==> config.mk <==
export PLATFORM = sky130hd
export DESIGN_NAME = bus_arbiter_rr4
export DESIGN_NICKNAME = d
export VERILOG_FILES = /design/src/rtl/arb_pkg.sv /design/src/rtl/rr_pick4.sv /design/src/rtl/bus_arbiter_rr4.sv
export SDC_FILE = /design/constraint.sdc
export NUM_CORES = 1
export LEC_CHECK = 0
export ABC_CLOCK_PERIOD_IN_PS = 2250
export BUFFER_PORTS_ARGS = -buffer_cell sky130_fd_sc_hd__buf_2
export CAP_MARGIN = 20
export CORE_MARGIN = 1
export CORE_UTILIZATION = 50
export CTS_CLUSTER_DIAMETER = 60
export DETAILED_ROUTE_END_ITERATION = 16
export GPL_TIMING_DRIVEN = 0
export PLACE_DENSITY = 0.73
export SYNTH_ARGS = -nofsm -noshare
export SYNTH_HDL_FRONTEND = slang
export SYNTH_HIERARCHICAL = 1
export SYNTH_SLANG_ARGS = --single-unit
==> constraint.sdc <==
create_clock -name clock -period 2.25 [get_ports clock]
set_clock_uncertainty 0.1 [all_clocks]
set_input_delay 0.1125 -clock clock [delete_from_list [all_inputs] [get_ports clock]]
set_output_delay 0.1125 -clock clock [all_outputs]
set_load 0.02 [all_outputs]
==> src/rtl/arb_pkg.sv <==
// Shared definitions for the four-way round-robin bus arbiter.
// Latency: none (types and constants only).
// Backpressure: none.
package arb_pkg;

    localparam int NUM_REQ = 4;
    localparam int SEL_W   = 2;

    typedef enum logic [1:0] {
        ARB_IDLE  = 2'b00,
        ARB_GRANT = 2'b01,
        ARB_TURN  = 2'b10
    } arb_state_t;

endpackage

==> src/rtl/rr_pick4.sv <==
// Rotating-priority pick: first set req bit searching from ptr upward, mod 4.
// Latency: combinational.
// Backpressure: none; valid is simply |req.
//
// Ports:
//   req   in  4  request vector
//   ptr   in  2  index with highest priority this cycle
//   valid out 1  at least one request is set
//   idx   out 2  winning request index
module rr_pick4
    import arb_pkg::*;
(
    input  logic [NUM_REQ-1:0] req,
    input  logic [SEL_W-1:0]   ptr,
    output logic               valid,
    output logic [SEL_W-1:0]   idx
);

    logic [SEL_W-1:0] cand;

    // Walk offsets from farthest to nearest so the nearest set bit to ptr
    // is the last one written and therefore wins.
    always_comb begin
        valid = 1'b0;
        idx   = '0;
        cand  = '0;
        for (int k = NUM_REQ - 1; k >= 0; k--) begin
            cand = ptr + SEL_W'(k);
            if (req[cand]) begin
                valid = 1'b1;
                idx   = cand;
            end
        end
    end

endmodule

==> src/rtl/bus_arbiter_rr4.sv <==
// Round-robin owner selection for a shared 4:1 bus mux with hold limit and turnaround gap.
// Latency: request sampled at one edge is granted at the next edge; release takes one edge plus one TURN cycle.
// Backpressure: a pending request waits; the owner is released on its own drop or when the hold limit hits under contention.
//
// Ports:
//   clock       in   1      rising-edge clock
//   clear       in   1      synchronous active-low reset
//   req         in   4      request per source (bit i = mux data i)
//   grant       out  4      one-hot grant, 0 when bus is free
//   mux_select  out  2      binary owner index, holds when bus is free
//   mux_enable  out  1      high while a grant is active
//   bus_busy    out  1      high in GRANT state
//   owner_cnt   out  CNT_W  cycles the current owner has held the bus, saturating
module bus_arbiter_rr4
    import arb_pkg::*;
#(
    parameter int NUM_REQ  = 4,
    parameter int MAX_HOLD = 8,
    parameter int CNT_W    = 4
) (
    input  logic               clock,
    input  logic               clear,
    input  logic [NUM_REQ-1:0] req,
    output logic [NUM_REQ-1:0] grant,
    output logic [SEL_W-1:0]   mux_select,
    output logic               mux_enable,
    output logic               bus_busy,
    output logic [CNT_W-1:0]   owner_cnt
);

    localparam logic [CNT_W-1:0] HOLD_LIM = CNT_W'(MAX_HOLD);
    localparam logic [CNT_W-1:0] CNT_MAX  = '1;

    arb_state_t         state, state_nxt;
    logic [SEL_W-1:0]   ptr, ptr_nxt;
    logic [NUM_REQ-1:0] grant_nxt;
    logic [SEL_W-1:0]   sel_nxt;
    logic               en_nxt;
    logic [CNT_W-1:0]   cnt_nxt;

    logic               pick_vld;
    logic [SEL_W-1:0]   pick_idx;
    logic               release_now;

    rr_pick4 u_pick (
        .req   (req),
        .ptr   (ptr),
        .valid (pick_vld),
        .idx   (pick_idx)
    );

    // The owner lets go when it drops its request, or when it has used up
    // its hold budget while someone else is waiting.
    always_comb begin
        release_now = !req[mux_select];
        if ((MAX_HOLD != 0) && (owner_cnt >= HOLD_LIM) && ((req & ~grant) != '0))
            release_now = 1'b1;
    end

    always_comb begin
        state_nxt = state;
        ptr_nxt   = ptr;
        grant_nxt = grant;
        sel_nxt   = mux_select;
        en_nxt    = mux_enable;
        cnt_nxt   = owner_cnt;
        unique case (state)
            ARB_GRANT: begin
                if (release_now) begin
                    state_nxt = ARB_TURN;
                    grant_nxt = '0;
                    en_nxt    = 1'b0;
                    cnt_nxt   = '0;
                    ptr_nxt   = mux_select + SEL_W'(1);
                end else if (owner_cnt != CNT_MAX) begin
                    cnt_nxt = owner_cnt + CNT_W'(1);
                end
            end
            ARB_IDLE, ARB_TURN: begin
                if (pick_vld) begin
                    state_nxt = ARB_GRANT;
                    grant_nxt = {{(NUM_REQ-1){1'b0}}, 1'b1} << pick_idx;
                    sel_nxt   = pick_idx;
                    en_nxt    = 1'b1;
                    cnt_nxt   = CNT_W'(1);
                end else begin
                    // mux_select keeps its last value while the bus is free
                    state_nxt = ARB_IDLE;
                    grant_nxt = '0;
                    en_nxt    = 1'b0;
                    cnt_nxt   = '0;
                end
            end
            default: begin
                state_nxt = ARB_IDLE;
                grant_nxt = '0;
                en_nxt    = 1'b0;
                cnt_nxt   = '0;
            end
        endcase
    end

    always_ff @(posedge clock) begin
        if (!clear) begin
            state      <= ARB_IDLE;
            ptr        <= '0;
            grant      <= '0;
            mux_select <= '0;
            mux_enable <= 1'b0;
            bus_busy   <= 1'b0;
            owner_cnt  <= '0;
        end else begin
            state      <= state_nxt;
            ptr        <= ptr_nxt;
            grant      <= grant_nxt;
            mux_select <= sel_nxt;
            mux_enable <= en_nxt;
            bus_busy   <= en_nxt;
            owner_cnt  <= cnt_nxt;
        end
    end

endmodule

Word level (Yosys, flattened, before mapping):

Index checks and enable logic that the tools add are counted.

* bits in registers: 15
* latch bits: 0
* bits in writable memories: 0
* memory bits (read-only): 0
* bits of input ports: 6
* output and inout bits: 12
* logic and storage cells: 64
* memories kept: 0

* $add $sub $neg: 5
* multiply operators: 0
* div/mod/pow operators: 0
* magnitude comparators: 6
* equality and inequality tests: 5
* shift operators: 1
* muxes and demuxes: 32
* bitwise operators: 2
* reduce and logical (&&, ||, !) cells: 7

Operators by type and width (number)
* 2-to-1 mux 4 bit: 4
* case mux 4 bit (2 select lines): 2
* < comparator 2 x 3 -> 1 bit (second input constant): 5
* 2-to-1 mux 1 bit: 14
* binary-select mux 1 bit (select 2 bit): 5
* 2-to-1 mux 2 bit: 5
* adder 2 x 1 -> 2 bit (second input constant): 2
* adder 2 bit (second input constant): 2
* adder 4 x 1 -> 4 bit (second input constant): 1
* AND 4 bit: 1
* greater-or-equal comparator 4 bit (second input constant): 1
* != test 4 bit (second input constant): 1
* NOT 4 bit: 1
* case mux 2 bit (2 select lines): 1
* AND reduction 2 bit: 2
* nonzero test 4 bit: 1
* << shifter 1 x 2 -> 4 bit (first input constant): 1
* != test 3 bit (second input constant): 1
* == test 2 x 1 -> 1 bit (second input constant): 1
* == test 2 bit (second input constant): 1
* zero test 2 bit: 1
* != test 2 bit (second input constant): 1
* case mux 1 bit (2 select lines): 1
* OR reduction 2 bit: 1
* other kinds (2): 2

Longest topological paths before layout:

Gate-level depths: netlist of run 1.

* depth in word-level cells: 10
* depth in mapped cells: 5
* depth with buffers taken out: 5

By module:

Netlist of run 1, hierarchy kept.

Modules (own cells, without submodules)
* bus_arbiter_rr4: instances 1, cells each 74, area each 686.9 µm², seq. area each 280.3 µm²
* rr_pick4: instances 1, cells each 13, area each 77.6 µm², seq. area each 0.0 µm²

Worst setup path before layout of run 1:

OpenSTA, ideal clock, no wires.

* kind: flip-flop to flip-flop
* start point: register grant[1]
* end point: register owner_cnt[2]
* setup time: 0.073 ns
* arrival time: 1.708 ns
* required time: 2.077 ns
* path slack: 0.369 ns
* stages on the path, launching flop included: 6
* buffers on the path: 1
* clock period less this slack: 1.881 ns
* cells stage by stage: dfxtp_1 > and2b_1 > o41a_1 > or3_1 > buf_6 > nor3_4

* word-level cells in the longest chain between the ends: 7
* elaborated cells between the ends (all ways): 8
* those cells by class: eq/ne (1); mux (3); bitwise (2); reduce/logical (2)

Ends and longest elaborated chain
* start, declared: RTL line bus_arbiter_rr4.sv:24 `output logic [NUM_REQ-1:0] grant,`
* start signal, assigned: RTL line bus_arbiter_rr4.sv:115 `grant <= grant_nxt;`
* NOT 4 bit *: RTL line bus_arbiter_rr4.sv:56 `if ((MAX_HOLD != 0) && (owner_cnt >= HOLD_LIM) && ((req & ~grant) != '0))`
* AND 4 bit *: RTL line bus_arbiter_rr4.sv:56
* nonzero test 4 bit *: RTL line bus_arbiter_rr4.sv:56
* logical AND 1 bit *: RTL line bus_arbiter_rr4.sv:56
* 2-to-1 mux 1 bit *: RTL line bus_arbiter_rr4.sv:56
* 2-to-1 mux 4 bit: RTL line bus_arbiter_rr4.sv:69 `if (release_now) begin`
* case mux 4 bit (2 select lines): RTL line bus_arbiter_rr4.sv:67 `unique case (state)`
* end signal, assigned: RTL line bus_arbiter_rr4.sv:119 `owner_cnt <= cnt_nxt;`
* end, declared: RTL line bus_arbiter_rr4.sv:28 `output logic [CNT_W-1:0] owner_cnt`

Every way passes the cells marked *; elsewhere a longest branch is shown, timed or not.
A chain may end at the register's enable or synchronous reset.

Worst setup path after layout of run 1:

Ends and elaborated chain as after synthesis.

==> flow_metrics.py, run 1 <==
metrics = {
    "setup_path": {
        "r2r_start": "grant[1]",
        "crit_path_end_kind": "flip-flop",
        "endpoint": "owner_cnt[2]",
        "reg2regPathDepth": 5,
        "path_max_fanout": 9,
        "crit_required_ns": 2.37,
        "worstSetupStartpointType": "flip-flop",
        "rr_endpoint": "owner_cnt[2]",
        "path_class": "reg -> reg",
        "arrival_ns": 1.96,
        "critPathLaunch": "grant[1]",
        "regToRegSetupSlack_ns": 0.42,
    },
    "synthesis": {
        "synth_edf_count": 0,
        "avgSynthCellArea_um2": 8.79,
        "synth_flop_cell": "dfxtp_1",
        "syn_inst": 87,
        "synthTopCellsByArea": "dfxtp_1 (37%), mux2i_1 (10%), nor2b_1 (7.4%)",
        "synth_fp_nets": 95,
        "yosys.cell_types.count": 28,
        "synth-async-reset-ratio_pct": 0,
        "ys_warn_count": 6,
        "synth_area_um2": 764,
        "ys_seq_elements": 14,
        "yosys.area.top_type_share_pct": 36.7,
        "synth_largest_area_cell": "dfxtp_1",
        "seq_area_frac_synth_pct": 36.7,
    },
    "timing": {
        "worst_slack_ns": 0.415,
        "hold_viol": 0,
        "max_freq_mhz": 545,
        "grt_setup_unrepaired": "no",
        "hold_ws_ns": 0.0867,
        "final_max_slew_viol_count": 0,
        "tns_ns": 0,
        "fin_crit_ns": 1.83,
        "min_period_over_period_pct": 81.5,
        "setup_viol_count_final": 0,
        "maxSlewHeadroom_pct": 75.2,
        "tightest_slew_ns": 0.372,
    },
    "run": {
        "cap_violations": 0,
    },
    "die": {
        "die_y_um": 41.1,
        "ios": 18,
        "core_area_um2": 1370,
        "initial_core_util_pct": 56.0,
        "die_w_um": 41.1,
        "rows": 13,
        "die-area_um2": 1690,
    },
    "routing": {
        "routed_wl_um": 1540,
        "drtPass1Iterations": 4,
        "drc": 0,
        "vias": 653,
        "drt-vias-per-instance": 5.35,
        "ant_nets": 0,
        "post_drt_wl_per_cell_um": 12.6,
        "first_iter_violations": 25,
    },
    "min_path": {
        "min_from": "req[0]",
        "hold_path.class": "in -> reg",
    },
    "clock_network": {
        "clkLatencyLatePin_ns": 0.28,
        "cts-resized-gates": 0,
        "numCtsBuffers": 3,
        "cts-root-buf": "clkbuf_4",
        "post_cts_buffers": 0,
        "clk_pin_slew_ns": 0.09,
        "cts_hold_buf": 0,
        "cts_tree": "built",
        "cts_sinks": 14,
        "clockBufferDepth": 2,
        "h-tree-depth": 1,
    },
    "run_status": {
        "status": "completed",
    },
    "global_route": {
        "grt_max_degree": 11,
        "antenna_found_initial": 0,
        "grt_use_met1_pct": 26.6,
        "use_met3_pct": 4.89,
        "grt-busiest-layer": "met2",
        "use_met2_pct": 32.0,
        "grt.total_usage_pct": 21.4,
        "grt_pass1_wl_um": 2270,
        "grt.overflow.total": 0,
        "grt_pass1_vias": 541,
    },
    "cells_and_area": {
        "nets": 116,
        "final.fill_count": 125,
        "final_core_util_pct": 65.8,
        "drive_gt1_share_pct": 24.3,
        "antennaDiodeCount": 0,
        "layout.cells.non_filler": 122,
        "area_delta_synth_final_pct": 17.7,
    },
    "place": {
        "placedCellCount": 118,
        "dp_slack_ns": 0.452,
        "port_buffers": 16,
        "dp_hpwl_um": 1130,
        "routabilityCongestion": 0.792,
    },
    "power_and_ir_drop": {
        "peakVddDrop_uv": 428,
        "power_density_nw_per_um2": 699,
        "p_leak_uw": 0.000407,
    },
}
## through the flow
step           power, uW  area [um2]
2_1_floorplan        405         764
3_3_place_gp         443         863
3_5_place_dp         448         863
4_1_cts              628         900
5_1_grt              659         900
6_report             629         900
## registers in the layout, indices dropped and copies added (netlist names)
name and flops:
ptr 2, mux_select 2, owner_cnt 4, grant 4, bus_busy 1, state 1
## final cells by class
| type | count | area (um2) | area share, % |
|---|---|---|---|
| Clock buffer | 4 | 36.3 | 4.03 |
| Timing Repair Buffer | 16 | 80.1 | 8.90 |
| Inverter | 7 | 26.3 | 2.92 |
| Multi-Input combinational cell | 63 | 435 | 48.4 |
| Tap cell | 15 | 18.8 | 2.09 |
| Sequential cell | 14 | 280 | 31.2 |
| Buffer | 3 | 22.5 | 2.50 |
## layer usage
layer | wire (um) | up-vias | share of wire [%]
li1 | - | 332 | -
met1 | 793 | 294 | 52
met2 | 643 | 22 | 42
met3 | 68 | 5 | 4.4
met4 | 31 | 0 | 2.0
met5 | 0 | - | 0
## cells in the final DEF (no fill, tap or decap), drive strengths merged, types with 2 or more instances in the layout
master / synthesis / layout
buf: 3 / 19
dfxtp: 14 / 14
nand2: 11 / 11
nor2b: 9 / 9
mux2i: 8 / 8
inv: 7 / 7
nor2: 7 / 7
clkbuf: 0 / 4
nand3: 3 / 3
nand2b: 3 / 3
o32ai: 2 / 2
o22ai: 2 / 2
xnor2: 2 / 2
a21oi: 2 / 2
ha: 2 / 2
a211oi: 2 / 2
## cells by family after synthesis
family                     synth area share, %
DFF                                       36.7
buffers and inverters                     6.38
adders and majority gates                 3.27
and+or+nand+nor                           26.4
xor gates and xnor gates                  3.44
AOI/OAI and AO/OA                         11.9
muxes                                     11.9
## Yosys cell counts, types with 2 or more instances
master,instances
dfxtp_1,14
inv_1,7
mux2i_1,8
nor2_1,7
nand2b_1,3
o32ai_1,2
a21oi_1,2
xnor2_1,2
nor2b_1,9
ha_1,2
nand2_1,11
nand3_1,3
o22ai_1,2
## critical path, stage by stage (launching register included)
cell     delay [ns]
dfxtp_1        0.35
and2b_1        0.19
o41a_1         0.45
or3_1          0.37
buf_6          0.15
nor3_4         0.16
## worst min path at each step
stage,end,slack [ns],cells after the start
global route,grant[2],0.13,3
floorplan,grant[2],0.20,2
finish,grant[2],0.09,3
global placement,grant[1],0.36,2
detailed placement,grant[1],0.37,2
CTS,grant[2],0.09,3
## power by group
| group | total [uW] | switching (uW) | internal, uW |
|---|---|---|---|
| clock | 185 | 86.6 | 98.5 |
| combinational | 149 | 84.6 | 64.9 |
| sequential | 294 | 25.5 | 268 |
| total | 629 | 197 | 432 |
(Power assumes the default switching activity.)
==> inputs of run 2 (changes only) <==
--- a/config.mk
+++ b/config.mk
@@ -5,15 +5,15 @@
 export SDC_FILE = /design/constraint.sdc
 export NUM_CORES = 1
 export LEC_CHECK = 0
-export ABC_CLOCK_PERIOD_IN_PS = 2250
+export ABC_CLOCK_PERIOD_IN_PS = 1500
 export BUFFER_PORTS_ARGS = -buffer_cell sky130_fd_sc_hd__buf_2
 export CAP_MARGIN = 20
 export CORE_MARGIN = 1
-export CORE_UTILIZATION = 50
+export CORE_UTILIZATION = 46
 export CTS_CLUSTER_DIAMETER = 60
 export DETAILED_ROUTE_END_ITERATION = 16
 export GPL_TIMING_DRIVEN = 0
-export PLACE_DENSITY = 0.73
+export PLACE_DENSITY = 0.71
 export SYNTH_ARGS = -nofsm -noshare
 export SYNTH_HDL_FRONTEND = slang
 export SYNTH_HIERARCHICAL = 1
==> constraint.sdc (replaced) <==
create_clock -name clock -period 1.5 [get_ports clock]
set_clock_uncertainty 0.1 [all_clocks]
set_input_delay 0.075 -clock clock [delete_from_list [all_inputs] [get_ports clock]]
set_output_delay 0.075 -clock clock [all_outputs]
set_load 0.02 [all_outputs]
==> flow_metrics.py, run 2 (same netlist as run 1, synthesis figures left out) <==
metrics = {
    "timing": {
        "worst_slack_ns": -0.192,
        "final_max_slew_viol_count": 0,
        "hold_viol": 0,
        "hold_ws_ns": 0.0681,
        "fin_crit_ns": 1.69,
        "tightest_slew_ns": 0.390,
        "grt_setup_unrepaired": "yes",
        "maxSlewHeadroom_pct": 74.0,
        "max_freq_mhz": 591,
        "min_period_over_period_pct": 113,
        "setup_viol_count_final": 12,
    },
    "clock_network": {
        "numCtsBuffers": 3,
        "cts_sinks": 14,
        "clockBufferDepth": 2,
        "clkLatencyLatePin_ns": 0.30,
        "h-tree-depth": 1,
        "cts_tree": "built",
        "cts-root-buf": "clkbuf_4",
        "clk_pin_slew_ns": 0.09,
    },
    "routing": {
        "vias": 693,
        "ant_nets": 0,
        "post_drt_wl_per_cell_um": 13.5,
        "drt-vias-per-instance": 5.46,
        "drtPass1Iterations": 4,
        "drc": 0,
        "routed_wl_um": 1720,
        "first_iter_violations": 14,
    },
    "place": {
        "port_buffers": 16,
        "dp_slack_ns": -0.146,
        "dp_hpwl_um": 1090,
        "placed_cell_area_um2": 877,
        "routabilityCongestion": 0.840,
    },
    "setup_path": {
        "path_max_fanout": 3,
        "critPathSlowestCell": "a221oi_2",
        "reg2regPathDepth": 4,
        "crit_path_cell_trace": "and2b_1, o41a_1, a221oi_2, mux2i_1",
        "crit_required_ns": 1.62,
        "path_class": "reg -> reg",
        "arrival_ns": 1.81,
        "crit_path_end_kind": "flip-flop",
        "rr_endpoint": "ptr[1]",
        "regToRegSetupSlack_ns": -0.19,
        "worstSetupStartpointType": "flip-flop",
        "r2r_start": "grant[1]",
        "critPathMaxStageDelay_ns": 0.42,
    },
    "power_and_ir_drop": {
        "power_density_nw_per_um2": 962,
        "peakVddDrop_uv": 582,
        "p_leak_uw": 0.000433,
    },
    "die": {
        "ios": 18,
        "rows": 14,
        "die-area_um2": 1830,
        "core_area_um2": 1520,
        "initial_core_util_pct": 50.2,
        "die_w_um": 42.8,
        "die_y_um": 42.8,
    },
    "global_route": {
        "grt_max_degree": 11,
        "grt.overflow.total": 0,
        "grt_pass1_vias": 583,
        "antenna_found_initial": 0,
        "grt.total_usage_pct": 20.7,
        "grt_pass1_wl_um": 2700,
    },
    "cells_and_area": {
        "multi_input_area_um2": 477,
        "final_cell_area_um2": 981,
        "layout_commonest_cell": "buf_2",
        "final_core_util_pct": 64.4,
        "drive_gt1_share_pct": 39.6,
        "layout_common_cells": "buf_2 (16), nand2_1 (10), nor2b_1 (8), mux2i_1 (8), dfxtp_1 (8)",
        "reg_top3": "grant (4), owner_cnt (4)",
        "nets": 120,
        "final.fill_count": 130,
        "seqCellArea_um2": 295,
        "area_delta_synth_final_pct": 28.3,
        "antennaDiodeCount": 0,
    },
    "run_status": {
        "status": "finished, violations left",
        "violations": "setup timing",
    },
    "min_path": {
        "hold_path_depth": 2,
        "min_to": "mux_select[0]",
        "min_from": "clear",
        "hold_path.class": "in -> reg",
    },
    "run": {
        "cap_violations": 0,
    },
}
-- run 2: cell count changes in the layout (fill, tap and decap cells not counted), sizes merged --
cell    previous run  this run
buf               19        23
clkbuf             4         3
clkinv             0         1
-- run 2: worst max path at each step --
stage | start | to | cells past startpoint
global placement | grant[1] | grant[2] | 5
CTS | grant[1] | ptr[1] | 4
floorplan | grant[1] | grant[2] | 5
global route | grant[1] | ptr[1] | 4
finish | grant[1] | ptr[1] | 4
detailed placement | grant[1] | ptr[1] | 4
-- run 2: layer usage --
layer,vias up,global-route usage (%),routed length [um]
met2,29,27.0,724
li1,345,-,-
met3,5,5.53,101
met5,-,0,0
met1,314,28.8,838
met4,0,15.0,51
-- run 2: where the power goes --
part           internal [uW]  switching (uW)  leakage [uW]  total, uW
Sequential               404            37.1      0.000118        441
Clock                   97.0             139     0.0000154        236
Combinational            122             145      0.000300        267
Total                    623             321      0.000433        944
-- run 2: stage by stage --
stage / TNS, ns / std cells / power, uW
floorplan: -0.966 / 87 / 609
detailed placement: -1.19 / 119 / 672
CTS: -1.39 / 125 / 923
global route: -2.13 / 127 / 988
global placement: -1.07 / 119 / 667
finish: -1.47 / 127 / 944
-- run 2: area by class of cell --
cell class | instances | share of cell area (%)
flip-flops and latches | 14 | 30.1
clock inverters | 1 | 0.383
inverters | 7 | 2.68
plain buffers | 3 | 2.30
clock buffers | 3 | 2.30
multi-input cells | 63 | 48.6
well taps | 16 | 2.04
repair buffers | 20 | 11.6
-- run 2: worst max-delay path, delay by kind of cell (launching register included) --
| kind | cells | cell delay, ns |
|---|---|---|
| AO/OA/AOI/OAI | 2 | 0.76 |
| flip-flops | 1 | 0.35 |
| multiplexers | 1 | 0.24 |
| AND/OR/NAND/NOR | 1 | 0.16 |
-- run 2: repair_timing --
action	4_1_cts	5_1_grt
buffers inserted	1	2
endpoints found under the setup margin	12	14
hold buffers	0	0
resized for setup	9	3
pin swaps	3	1
cloned	1	0
==> inputs of run 3 (changes only) <==
--- a/config.mk
+++ b/config.mk
@@ -9,11 +9,12 @@
 export BUFFER_PORTS_ARGS = -buffer_cell sky130_fd_sc_hd__buf_2
 export CAP_MARGIN = 20
 export CORE_MARGIN = 1
-export CORE_UTILIZATION = 46
+export CORE_UTILIZATION = 49
+export CTS_BUF_LIST = sky130_fd_sc_hd__clkbuf_2 sky130_fd_sc_hd__clkbuf_4 sky130_fd_sc_hd__clkbuf_8
 export CTS_CLUSTER_DIAMETER = 60
 export DETAILED_ROUTE_END_ITERATION = 16
 export GPL_TIMING_DRIVEN = 0
-export PLACE_DENSITY = 0.71
+export PLACE_DENSITY = 0.75
 export SYNTH_ARGS = -nofsm -noshare
 export SYNTH_HDL_FRONTEND = slang
 export SYNTH_HIERARCHICAL = 1
==> flow_metrics.py, run 3 (same netlist as run 1, synthesis figures left out) <==
metrics = {
    "run_status": {
        "status": "finished, violations left",
        "violations": "setup timing",
    },
    "cells_and_area": {
        "layout_common_cells": "buf_2 (16), nand2_1 (10), nor2b_1 (8), dfxtp_1 (8)",
        "reg_top3": "grant (4), owner_cnt (4)",
        "nets": 118,
        "antennaDiodeCount": 0,
        "area_delta_synth_final_pct": 28.8,
        "multi_input_area_um2": 487,
        "final.fill_count": 121,
        "final_core_util_pct": 71.2,
        "drive_gt1_share_pct": 41.3,
        "layout_commonest_cell": "buf_2",
        "seqCellArea_um2": 295,
    },
    "min_path": {
        "hold_path.class": "in -> reg",
        "min_to": "grant[2]",
        "min_from": "req[0]",
        "hold_path_depth": 3,
    },
    "clock_network": {
        "h-tree-depth": 1,
        "cts_hold_buf": 0,
        "cts_tree": "built",
        "clk_pin_slew_ns": 0.08,
        "cts-root-buf": "clkbuf_4",
        "numCtsBuffers": 3,
        "cts_sinks": 14,
        "clkLatencyLatePin_ns": 0.28,
        "clockBufferDepth": 2,
    },
    "setup_path": {
        "critPathSlowestCell": "or3_4",
        "path_max_fanout": 6,
        "crit_path_end_kind": "flip-flop",
        "r2r_start": "mux_select[0]",
        "arrival_ns": 1.78,
        "rr_endpoint": "grant[1]",
        "reg2regPathDepth": 5,
        "crit_required_ns": 1.58,
        "critPathMaxStageDelay_ns": 0.41,
        "worstSetupStartpointType": "flip-flop",
        "regToRegSetupSlack_ns": -0.20,
        "path_class": "reg -> reg",
        "crit_path_cell_trace": "mux2i_2, mux2_2, or3_4, buf_6, o32ai_1",
    },
    "run": {
        "cap_violations": 0,
    },
    "place": {
        "dp_hpwl_um": 1160,
        "routabilityCongestion": 0.767,
        "port_buffers": 16,
    },
    "routing": {
        "drc": 0,
        "vias": 680,
        "ant_nets": 0,
        "routed_wl_um": 1760,
        "post_drt_wl_per_cell_um": 14.2,
        "drt-vias-per-instance": 5.48,
        "first_iter_violations": 14,
        "drtPass1Iterations": 4,
    },
    "power_and_ir_drop": {
        "power_density_nw_per_um2": 989,
        "p_leak_uw": 0.000430,
        "peakVddDrop_uv": 672,
    },
    "global_route": {
        "grt_max_degree": 11,
        "grt.overflow.total": 0,
        "grt_pass1_wl_um": 2840,
        "grt.total_usage_pct": 21.0,
        "antenna_found_initial": 0,
        "grt_pass1_vias": 645,
    },
    "timing": {
        "tightest_slew_ns": 0.394,
        "maxSlewHeadroom_pct": 73.7,
        "hold_viol": 0,
        "grt_setup_unrepaired": "yes",
        "fin_crit_ns": 1.70,
        "worst_slack_ns": -0.203,
        "final_max_slew_viol_count": 0,
        "max_freq_mhz": 587,
        "tns_ns": -1.83,
        "setup_viol_count_final": 12,
        "min_period_over_period_pct": 114,
    },
    "die": {
        "core_area_um2": 1380,
        "die_y_um": 41.5,
        "rows": 13,
        "initial_core_util_pct": 55.3,
        "die-area_um2": 1720,
        "die_w_um": 41.5,
        "ios": 18,
    },
}
-- run 3: through the flow --
stage	setup WS (ns)	instance area [um2]	power, uW	instances	hold slack, ns
2_1_floorplan	-0.122	777	609	87	0.165
3_3_place_gp	-0.143	876	666	118	0.353
3_5_place_dp	-0.179	876	673	118	0.346
4_1_cts	-0.176	937	952	124	0.0720
5_1_grt	-0.233	985	1020	124	0.0741
6_report	-0.203	985	974	124	0.0575
-- run 3: how the worst max path moves through the flow --
stage	depth (start not counted)	start	end
final	5	mux_select[0]	grant[1]
after floorplan	5	grant[1]	grant[2]
after global placement	5	grant[1]	grant[2]
after CTS	4	grant[1]	ptr[1]
after global routing	5	grant[1]	grant[3]
after detailed placement	4	grant[1]	ptr[1]
-- run 3: final cells by class --
| type | count | share of cell area (%) |
|---|---|---|
| Buffer | 3 | 2.29 |
| Sequential cell | 14 | 30.0 |
| Timing Repair Buffer | 18 | 10.0 |
| Clock buffer | 4 | 3.68 |
| Tap cell | 15 | 1.91 |
| Multi-Input combinational cell | 63 | 49.4 |
| Inverter | 7 | 2.67 |
-- run 3: timing repair --
action	CTS	global route
resized for setup	2	14
cloned	1	0
pin swaps	0	2
endpoints found under the setup margin	12	14
buffers inserted	1	0
-- run 3: power by group --
part	total [uW]	leakage (uW)	switching [uW]	internal (uW)
Clock	266	0.0000210	119	148
Sequential	442	0.000118	38.0	404
Combinational	266	0.000291	151	115
Total	974	0.000430	307	667
-- run 3: critical path: cells and delay by family (launching register included) --
kind                   cells  cell delay (ns)
buffers and inverters      1             0.15
DFF                        1             0.38
muxes                      2             0.46
AOI/OAI and AO/OA          1             0.11
and+or+nand+nor            1             0.41
-- run 3: routing by layer --
metal	GRT usage, %	vias up	wire length (um)
li1	-	340	-
met1	26.9	317	793
met2	34.7	17	872
met3	6.96	6	60
met4	3.87	0	36
met5	0	-	0
